**src/rtl/uart_apb_pkg.sv**
```systemverilog
// Shared constants and types for the APB UART transmitter.
package uart_apb_pkg;

  localparam int unsigned ADDR_W = 8;
  localparam int unsigned DATA_W = 8;
  localparam int unsigned CTRL_W = 5;

  localparam logic [ADDR_W-1:0] ADDR_TXDATA = 8'h00;
  localparam logic [ADDR_W-1:0] ADDR_STATUS = 8'h04;
  localparam logic [ADDR_W-1:0] ADDR_CTRL   = 8'h08;
  localparam logic [ADDR_W-1:0] ADDR_DIV    = 8'h0C;

  localparam int unsigned CTRL_TX_EN    = 0;
  localparam int unsigned CTRL_IRQ_EN   = 1;
  localparam int unsigned CTRL_PAR_EN   = 2;
  localparam int unsigned CTRL_PAR_ODD  = 3;
  localparam int unsigned CTRL_TWO_STOP = 4;

  localparam int unsigned STAT_FULL    = 0;
  localparam int unsigned STAT_EMPTY   = 1;
  localparam int unsigned STAT_BUSY    = 2;
  localparam int unsigned STAT_OVF     = 3;
  localparam int unsigned STAT_CNT_LSB = 8;

  typedef enum logic [2:0] {
    ST_IDLE,
    ST_START,
    ST_DATA,
    ST_PARITY,
    ST_STOP1,
    ST_STOP2
  } tx_state_e;

endpackage

```
**src/rtl/uart_tx_fifo.sv**
```systemverilog
// Byte FIFO between the APB TXDATA register and the transmit FSM.
module uart_tx_fifo
  import uart_apb_pkg::*;
#(
  parameter int unsigned FIFO_DEPTH = 16
) (
  input  logic                         clk,
  input  logic                         rst_n,
  input  logic                         push,
  input  logic                         pop,
  input  logic [DATA_W-1:0]            wdata,
  output logic [DATA_W-1:0]            rdata_c,
  output logic                         full_c,
  output logic                         empty_c,
  output logic [$clog2(FIFO_DEPTH):0]  count_c
);

  localparam int unsigned AW = $clog2(FIFO_DEPTH);

  logic [DATA_W-1:0] mem [FIFO_DEPTH];
  logic [AW:0]       wr_ptr_q;
  logic [AW:0]       rd_ptr_q;

  // Extra pointer MSB distinguishes full from empty when the indices match.
  assign empty_c = (wr_ptr_q == rd_ptr_q);
  assign full_c  = (wr_ptr_q[AW] != rd_ptr_q[AW]) &&
                   (wr_ptr_q[AW-1:0] == rd_ptr_q[AW-1:0]);
  assign count_c = wr_ptr_q - rd_ptr_q;
  assign rdata_c = mem[rd_ptr_q[AW-1:0]];

  always_ff @(posedge clk) begin
    if (push && !full_c) begin
      mem[wr_ptr_q[AW-1:0]] <= wdata;
    end
  end

  always_ff @(posedge clk or negedge rst_n) begin
    if (!rst_n) begin
      wr_ptr_q <= '0;
      rd_ptr_q <= '0;
    end else begin
      if (push && !full_c) wr_ptr_q <= wr_ptr_q + (AW+1)'(1);
      if (pop && !empty_c) rd_ptr_q <= rd_ptr_q + (AW+1)'(1);
    end
  end

endmodule

```
**src/rtl/uart_apb_tx.sv**
```systemverilog
// APB-attached UART transmitter: register file, baud generator and frame serializer.
module uart_apb_tx
  import uart_apb_pkg::*;
#(
  parameter int unsigned FIFO_DEPTH = 16,
  parameter int unsigned DIV_W      = 16
) (
  input  logic        clk,
  input  logic        Presetn,
  input  logic [31:0] Paddr,
  input  logic        Psel,
  input  logic        Penable,
  input  logic        Pwrite,
  input  logic [31:0] Pwdata,
  output logic [31:0] Prdata,
  output logic        Pready,
  output logic        Pslverr,
  output logic        IRQ,
  output logic        baud_o,
  output logic        txd
);

  localparam int unsigned CNT_W = $clog2(FIFO_DEPTH) + 1;

  logic [ADDR_W-1:0] addr;
  logic              access_c, wr_c, rd_c;
  logic              sel_txdata_c, sel_status_c, sel_ctrl_c, sel_div_c, addr_ok_c;
  logic              push_req_c, pop_c;
  logic              fifo_full_c, fifo_empty_c;
  logic [CNT_W-1:0]  fifo_count_c;
  logic [DATA_W-1:0] fifo_rdata_c;
  logic [CTRL_W-1:0] ctrl_q;
  logic [DIV_W-1:0]  div_q, div_cur_q, baud_cnt_q;
  logic              ovf_q, irq_q, txd_q, txd_d;
  logic              busy_c, run_c, baud_c;
  tx_state_e         state_q, state_d;
  logic [2:0]        bit_cnt_q, bit_cnt_d;
  logic [DATA_W-1:0] tx_byte_q, tx_byte_d;
  logic [31:0]       status_c;
  logic              unused_ok;

  assign addr         = Paddr[ADDR_W-1:0];
  assign access_c     = Psel & Penable;
  assign wr_c         = access_c & Pwrite;
  assign rd_c         = access_c & ~Pwrite;
  assign sel_txdata_c = (addr == ADDR_TXDATA);
  assign sel_status_c = (addr == ADDR_STATUS);
  assign sel_ctrl_c   = (addr == ADDR_CTRL);
  assign sel_div_c    = (addr == ADDR_DIV);
  assign addr_ok_c    = sel_txdata_c | sel_status_c | sel_ctrl_c | sel_div_c;
  assign push_req_c   = wr_c & sel_txdata_c;
  assign unused_ok    = ^{Paddr[31:ADDR_W], Pwdata};

  assign Pready = 1'b1;
  assign busy_c = (state_q != ST_IDLE);
  assign status_c = 32'({8'(fifo_count_c), 4'b0000, ovf_q, busy_c, fifo_empty_c, fifo_full_c});

  uart_tx_fifo #(
    .FIFO_DEPTH (FIFO_DEPTH)
  ) u_fifo (
    .clk     (clk),
    .rst_n   (Presetn),
    .push    (push_req_c),
    .pop     (pop_c),
    .wdata   (Pwdata[DATA_W-1:0]),
    .rdata_c (fifo_rdata_c),
    .full_c  (fifo_full_c),
    .empty_c (fifo_empty_c),
    .count_c (fifo_count_c)
  );

  // APB read mux and error response; both are zero outside an access.
  always_comb begin
    Prdata  = '0;
    Pslverr = 1'b0;
    if (access_c) begin
      Pslverr = ~addr_ok_c | (push_req_c & fifo_full_c);
      if (rd_c) begin
        if (sel_status_c) Prdata = status_c;
        if (sel_ctrl_c)   Prdata = 32'(ctrl_q);
        if (sel_div_c)    Prdata = 32'(div_q);
      end
    end
  end

  always_ff @(posedge clk or negedge Presetn) begin
    if (!Presetn) begin
      ctrl_q <= '0;
      div_q  <= '0;
      ovf_q  <= 1'b0;
      irq_q  <= 1'b0;
    end else begin
      if (wr_c && sel_ctrl_c) ctrl_q <= Pwdata[CTRL_W-1:0];
      if (wr_c && sel_div_c)  div_q  <= Pwdata[DIV_W-1:0];
      if (push_req_c && fifo_full_c) begin
        ovf_q <= 1'b1;
      end else if (wr_c && sel_status_c && Pwdata[STAT_OVF]) begin
        ovf_q <= 1'b0;
      end
      irq_q <= ctrl_q[CTRL_IRQ_EN] & ((fifo_empty_c & ~busy_c) | ovf_q);
    end
  end

  assign IRQ = irq_q;

  // Baud counter keeps running while a frame drains even if tx_en was cleared.
  assign run_c  = ctrl_q[CTRL_TX_EN] | busy_c;
  assign baud_c = run_c & (baud_cnt_q == div_cur_q);
  assign baud_o = baud_c;

  always_ff @(posedge clk or negedge Presetn) begin
    if (!Presetn) begin
      baud_cnt_q <= '0;
      div_cur_q  <= '0;
    end else if (!run_c || baud_c) begin
      baud_cnt_q <= '0;
      div_cur_q  <= div_q;
    end else begin
      baud_cnt_q <= baud_cnt_q + DIV_W'(1);
    end
  end

  always_ff @(posedge clk or negedge Presetn) begin
    if (!Presetn) begin
      state_q   <= ST_IDLE;
      bit_cnt_q <= '0;
      tx_byte_q <= '0;
      txd_q     <= 1'b1;
    end else begin
      state_q   <= state_d;
      bit_cnt_q <= bit_cnt_d;
      tx_byte_q <= tx_byte_d;
      txd_q     <= txd_d;
    end
  end

  // Frame sequencing; every transition is gated by a bit-period tick.
  always_comb begin
    state_d   = state_q;
    bit_cnt_d = bit_cnt_q;
    tx_byte_d = tx_byte_q;
    txd_d     = txd_q;
    pop_c     = 1'b0;
    if (baud_c) begin
      unique case (state_q)
        ST_IDLE: begin
          if (ctrl_q[CTRL_TX_EN] && !fifo_empty_c) begin
            pop_c     = 1'b1;
            tx_byte_d = fifo_rdata_c;
            txd_d     = 1'b0;
            state_d   = ST_START;
          end
        end
        ST_START: begin
          bit_cnt_d = 3'd0;
          txd_d     = tx_byte_q[0];
          state_d   = ST_DATA;
        end
        ST_DATA: begin
          if (bit_cnt_q == 3'd7) begin
            if (ctrl_q[CTRL_PAR_EN]) begin
              txd_d   = (^tx_byte_q) ^ ctrl_q[CTRL_PAR_ODD];
              state_d = ST_PARITY;
            end else begin
              txd_d   = 1'b1;
              state_d = ST_STOP1;
            end
          end else begin
            bit_cnt_d = bit_cnt_q + 3'd1;
            txd_d     = tx_byte_q[bit_cnt_d];
          end
        end
        ST_PARITY: begin
          txd_d   = 1'b1;
          state_d = ST_STOP1;
        end
        ST_STOP1: begin
          txd_d   = 1'b1;
          state_d = ctrl_q[CTRL_TWO_STOP] ? ST_STOP2 : ST_IDLE;
        end
        ST_STOP2: begin
          txd_d   = 1'b1;
          state_d = ST_IDLE;
        end
        default: begin
          txd_d   = 1'b1;
          state_d = ST_IDLE;
        end
      endcase
    end
  end

  assign txd = txd_q;

endmodule
```
**config.mk**
```make
export PLATFORM = sky130hd
export DESIGN_NAME = uart_apb_tx
export DESIGN_NICKNAME = d
export VERILOG_FILES = /design/src/rtl/uart_apb_pkg.sv /design/src/rtl/uart_tx_fifo.sv /design/src/rtl/uart_apb_tx.sv
export SDC_FILE = /design/constraint.sdc
export NUM_CORES = 1
export LEC_CHECK = 0
export ABC_AREA = 1
export BUFFER_PORTS_ARGS = -buffer_cell sky130_fd_sc_hd__buf_2
export CAP_MARGIN = 10
export CORE_ASPECT_RATIO = 0.5
export CORE_MARGIN = 5
export CORE_UTILIZATION = 54
export DETAILED_ROUTE_END_ITERATION = 6
export GPL_TIMING_DRIVEN = 0
export HOLD_SLACK_MARGIN = 0.12
export PLACE_DENSITY = 0.8
export SLEW_MARGIN = 10
export SYNTH_ARGS = -nofsm -noshare
export SYNTH_HDL_FRONTEND = slang
export SYNTH_SLANG_ARGS = --single-unit
```
**constraint.sdc**
```tcl
create_clock -name clk -period 6.2 [get_ports clk]
set_input_delay 0.62 -clock clk [delete_from_list [all_inputs] [get_ports clk]]
set_output_delay 0.62 -clock clk [all_outputs]
set_load 0.01 [all_outputs]
```
-- Yosys cells after proc, flatten, opt, wreduce, memory -nomap -nowiden
Memories as Yosys holds them, arrays and structs flattened. A register that Yosys moved wholly into a read port is not among the register bits.
Cells that the tools add are included.
- memories: 1
- RAM bits: 128
- bits of input ports: 69
- output and inout bits: 37
- logic and storage cells: 102
- register bits after elaboration: 72
- bitwise logic cells: 18
- multiplexer cells: 27
- add/subtract/negate cells: 5
- equal/unequal tests: 15
- reductions and logical operators: 24
- magnitude comparators: 1
- memory list (memory ; depth ; bits a word ; read ports ; clocked after memory_dff ; write ports ; line ; RTL):
    u_fifo.mem ; 16 ; 8 ; 1 ; 1 ; 1 ; uart_tx_fifo.sv:20 ; logic [DATA_W-1:0] mem [FIFO_DEPTH];
- operator list (kind ; count):
    two-way mux 32 bit ; 4
    adder 16 x 1 -> 16 bit (second input constant) ; 1
    equality test 16 bit ; 1
    equality test 8 x 4 -> 1 bit (second input constant) ; 2
    two-way mux 16 bit ; 1
    two-way mux 3 bit ; 5
    one-hot mux 3 bit (5 select lines) ; 1
    two-way mux 13 bit ; 1
    two-way mux 1 bit ; 12
    adder 5 x 1 -> 5 bit (second input constant) ; 2
    logical AND 1 bit ; 9
    AND reduction 3 bit ; 3
    AND 1 bit ; 8
    equality test 8 x 3 -> 1 bit (second input constant) ; 1
    zero test 8 bit ; 1
    XOR reduction 8 bit ; 1
    equality test 3 x 2 -> 1 bit (second input constant) ; 2
    equality test 3 bit (second input constant) ; 2
    != test 2 bit (second input constant) ; 3
    bitwise OR 1 bit ; 6
    one-hot mux 3 bit (2 select lines) ; 1
    equality test 5 bit ; 1
    subtractor 5 bit ; 1
    equality test 4 bit ; 1
    14 further kinds ; 20

-- Logic depth before layout (Yosys ltp)
- word-level depth: 7
- depth in mapped cells: 12
- depth with buffers taken out: 11

-- Modules after synthesis
From an unflattened synthesis, not the netlist that was laid out.
- cell total of the unflattened synthesis: 1155
- area total of the unflattened synthesis: 10276.1 um2
- by module, submodules not included (module ; sequential area each (um2) ; instances ; area an instance (um2) ; cells an instance):
    uart_tx_fifo ; 4093.9 ; 1 ; 6192.2 ; 617
    uart_apb_tx ; 1752.9 ; 1 ; 4083.9 ; 538

-- Worst setup path after synthesis
Ideal clock, no wire load.
- path type: reg2reg
- start point: reg u_fifo.rd_ptr_q[1]
- end point: mem u_fifo.mem[15][0], enable pin
- cell stages (with the launch flop): 9
- clock period less this slack: 2613 ps
- data arrival time: 2242 ps
- path buffers: 1
- library setup time: 370 ps
- required time: 5830 ps
- slack: 3587 ps
- cell sequence: dfrtp_1 > inv_1 > clkbuf_1 > ha_1 > nand4_1 > nor2_1 > nor4_4 > nand3_1 > nor2_1
- longest elaborated chain between the ends: 6
- RTL lines (element ; line ; RTL):
    start, declared ; uart_tx_fifo.sv:22 ; logic [AW:0] rd_ptr_q;
    start signal, assigned ; uart_tx_fifo.sv:43 ; if (pop && !empty_c) rd_ptr_q <= rd_ptr_q + (AW+1)'(1);
    equality test 4 bit ; uart_tx_fifo.sv:27 ; (wr_ptr_q[AW-1:0] == rd_ptr_q[AW-1:0]);
    logical AND 1 bit ; uart_tx_fifo.sv:26 ; assign full_c = (wr_ptr_q[AW] != rd_ptr_q[AW]) &&
    zero test 1 bit ; uart_tx_fifo.sv:32 ; if (push && !full_c) begin
    logical AND 1 bit ; uart_tx_fifo.sv:32 ;
    two-way mux 1 bit ; uart_tx_fifo.sv:32 ;
    two-way mux 1 bit (implied by the code) ; uart_tx_fifo.sv:33 ; mem[wr_ptr_q[AW-1:0]] <= wdata;
    end, declared ; uart_tx_fifo.sv:20 ;
Every way passes these cells.

-- Worst setup path in the final report
- start point: reg u_fifo.rd_ptr_q[1]
- end point: out Pslverr
- longest elaborated chain between the ends: 5
- RTL lines (element ; line ; RTL):
    equality test 4 bit ; uart_tx_fifo.sv:27 ;
    logical AND 1 bit ; uart_tx_fifo.sv:26 ;
    AND 1 bit ; uart_apb_tx.sv:77 ; Pslverr = ~addr_ok_c | (push_req_c & fifo_full_c);
    bitwise OR 1 bit ; uart_apb_tx.sv:77 ;
    two-way mux 1 bit ; uart_apb_tx.sv:76 ; if (access_c) begin
    end, declared ; uart_apb_tx.sv:17 ; output logic Pslverr,
Every way passes these cells.

==> flow_summary.ini <==
[global_routing]
grt_pass1_vias = 7047
maximum_number_of_pins_on_one_net_before_global_route_repair = 66
grt_overflow = 0
grt_first_pass_wirelength_um = 36200
grt_antenna_before_repair = 0
global_route.usage.total_pct = 21.2

[cts]
cts_inserted_buffers = 20
htreeDepth = 1
cts-root-to-sink-buffers = 3
clk_pin_slew_worst_paths_ns = 0.07
cts_root_buffer = clkbuf_16
cts_setup_buffers = 0
worst_skew_pair.late_latency_ns = 0.51
cts_hold_repair.buffers = 1
ctsResizeCount = 0
cts_sinks = 208
tritoncts = built

[critical_path]
rr_worst_depth = 8
crit_path_capture_type = output port
cp.arrival_ns = 3.07
timing.critical_path.cells = inv_1 -> clkbuf_1 -> ha_1 -> nand4_1 -> nor2_1 -> nand3_1 -> a21oi_1 -> buf_2
worstSetupPathType = register to output port
critical_path.top_delay_family = buffers and inverters
crit_buf_inv = 3
timing.critical_path.required_ns = 5.58
crit_slowest_cell = clkbuf_1
worst_path_maximum_fanout = 11
crit_path_max_incr_delay_ns = 0.47
critical_path.reg2reg.startpoint = u_fifo.rd_ptr_q[1]
setup.worst_path.start_class = register
reg2reg_to = u_fifo.mem[0][6]
r2r_setup_slack_ns = 2.62

[sta]
final_hold_viol_count = 0
total_of_endpoints_with_negative_setup_slack_in_the_final_report = 0
final.hold.worst_slack_ns = 0.358
final.setup.worst_slack_ns = 2.51
period_share_pct = 59.4
min_clock_period_post_route_ns = 3.69
fmaxAchievable_mhz = 271
final.setup_skew_ns = 0.0233
setup_total_negative_slack_ns = 0
tightest_slew_ns = 0.805
rsz0062_at_grt = false
relSlewSlack_pct = 46.1
slew_viol_final = 0

[hold_path]
hold_class = input port to register
worstHoldEndpoint = div_q[11]
hold_path.startpoint = Pwdata[11]
hold_path_depth = 2

[yosys]
synthTopCellsByArea = edfxtp_1 (39%), dfrtp_1 (20%), nand2_1 (8.5%)
synth_top_family_by_area = simple AND/OR/NAND/NOR gates
synth-seq-cells = 208
yosys_warn_count = 0
area_share_of_the_largest_cell_type_after_synthesis_pct = 39.4
ys_async_sr_fraction_pct = 38.5
netlist_top_cells_count = nand2_1 (221), nor2_1 (142), edfxtp_1 (128)
post_synth_instance_area_um2 = 9760
synth_sequential_area_ratio_pct = 59.9
synth_top_flop_cell = edfxtp_1
avgSynthCellArea_um2 = 9.84
yosysUniqueCellTypes = 48
syn_inst = 992
leading_cell_type_by_number_of_instances_after_synthesis = nand2_1
synth-compound-area-share_pct = 9.20
synthAdderAreaFrac_pct = 1.74
synth.largest_area_cell = edfxtp_1
number_of_enable_type_register_cells_in_the_synthesized_netlist = 128
yosys.area_share.xor_xnor_pct = 1.70
yosys.area_share.simple_pct = 19.6
muxShareOfSynthArea_pct = 1.65

[placement]
dpl.hpwl_um = 16000
place_worst_setup_slack_ns = 2.72
dp_cells = 1290
port_buffers = 48
routabilityCongestion = 0.956

[status]
status = finished clean

[floorplanning]
floorplan.rows = 34
placeableCoreArea_um2 = 17600
ioPinCount = 106
die-width_um = 200
die_area_um2 = 21000
die_height_um = 105
initial_utilization_pct = 55.6

[cells_and_area]
area_of_the_multi_input_gates_um2 = 3370
fillers = 1379
fraction_of_final_layout_cells_sized_beyond_drive_strength_1_pct = 13.4
net_count_of_the_finished_layout = 1161
areaGrowthSynthToFinish_pct = 13.1
storage_element_area_um2 = 5850
antennaDiodeCount = 0
final_cell_count_no_fill = 1327

[pwr]
cellInternalPower_uw = 2320
worst_case_vdd_ir_drop_mv = 0.140
leakagePower_uw = 0.00462
switchingPower_uw = 861
part_of_the_power_in_registers_pct = 47.7
part_of_the_power_in_the_clock_network_pct = 37.9
power-per-cell-area_nw_per_um2 = 288
combinationalPowerShare_pct = 14.4
switching_share_pct = 27.0

[run]
drv.max_cap_violation_count = 0

[detailed_routing]
wirelength_um = 22800
post_drt_via_cell_ratio = 5.52
drc_errors = 0
drt_iter0_drc = 661
routed_wire_length_per_instance_um = 17.2
routed-via-count = 7320
drt_pass1_iterations = 5
antenna_violating_nets_post_route = 0
## cell families after synthesis
group,Yosys count
compound gates,163
xor+xnor,19
mux,11
fa+ha+maj,13
simple gates,449
other cells,2
flops,208
buf+inv,127
## routing by layer
| layer | vias to the layer above | routed length [um] | track usage, % |
|---|---|---|---|
| li1 | 3485 | - | - |
| met1 | 3484 | 9430 | 28.4 |
| met2 | 298 | 10800 | 36.3 |
| met3 | 53 | 1940 | 3.84 |
| met4 | 0 | 595 | 5.74 |
| met5 | - | 0 | 0 |
## state kept, by name (all words and copies together) (netlist names)
name             flops
div_cur_q           16
txd                  1
u_fifo.mem         128
ctrl_q               5
baud_cnt_q          16
div_q               16
state_q              3
tx_byte_q            8
IRQ                  1
u_fifo.wr_ptr_q      5
bit_cnt_q            3
ovf_q                1
u_fifo.rd_ptr_q      5
## worst reg2reg max path, delay by kind of cell, from the launching register on
family / cells / cell delay [ns]
DFF: 1 / 0.45
and+or+nand+nor: 5 / 1.67
adders and majority gates: 1 / 0.36
buffers and inverters: 2 / 0.72
## how the worst max path moves through the flow
stage / from / slack [ns] / end / depth (start not counted)
floorplan: u_fifo.rd_ptr_q[1] / 3.59 / u_fifo.mem[15][0] / 8
global placement: u_fifo.rd_ptr_q[1] / 2.78 / u_fifo.mem[12][3] / 8
detailed placement: u_fifo.rd_ptr_q[1] / 2.72 / u_fifo.mem[1][3] / 8
CTS: u_fifo.rd_ptr_q[1] / 2.55 / Pslverr / 8
global route: u_fifo.rd_ptr_q[1] / 2.31 / Pslverr / 8
finish: u_fifo.rd_ptr_q[1] / 2.51 / Pslverr / 8
## cell type report
cell class | instances | share of cell area [%]
Sequential cell | 208 | 53.0
Tap cell | 234 | 2.65
Inverter | 81 | 2.78
Buffer | 46 | 2.64
Multi-Input combinational cell | 672 | 30.6
Timing Repair Buffer | 50 | 2.54
Clock buffer | 25 | 4.79
Clock inverter | 11 | 1.08
## stage by stage
step | total power (uW) | cell area (um^2) | utilization [%]
2_1_floorplan | 1820 | 9820 | -
3_3_place_gp | 1980 | 10400 | 58.9
3_5_place_dp | 1990 | 10400 | 59.1
4_1_cts | 3190 | 11000 | 62.8
5_1_grt | 3300 | 11000 | 62.8
6_report | 3190 | 11000 | 62.8
## cell usage in the layout (no fill, tap or decap), types with 4 or more instances in the layout
cell type / count
clkbuf_1: 20
buf_4: 20
inv_1: 70
buf_2: 52
nand2_1: 221
o22ai_1: 16
nor2_1: 142
nand4_1: 4
o211ai_1: 20
dfrtp_1: 79
ha_1: 12
clkinv_1: 5
inv_2: 7
xnor2_1: 8
a21oi_1: 19
nor4_1: 4
edfxtp_1: 128
nor3_1: 6
xor2_1: 11
conb_1: 17
o21ai_0: 100
clkbuf_16: 20
clkinv_2: 5
nand3_1: 51
mux2_4: 10
## power groups by stage
stage / logic (uW) / clock network [uW] / registers [uW]
after floorplan: 281 / 0 / 1540
after global placement: 434 / 0 / 1550
after detailed placement: 447 / 0 / 1550
after CTS: 451 / 1220 / 1520
after global routing: 500 / 1280 / 1520
final: 459 / 1210 / 1520
Power figures use the tool's default switching activity.
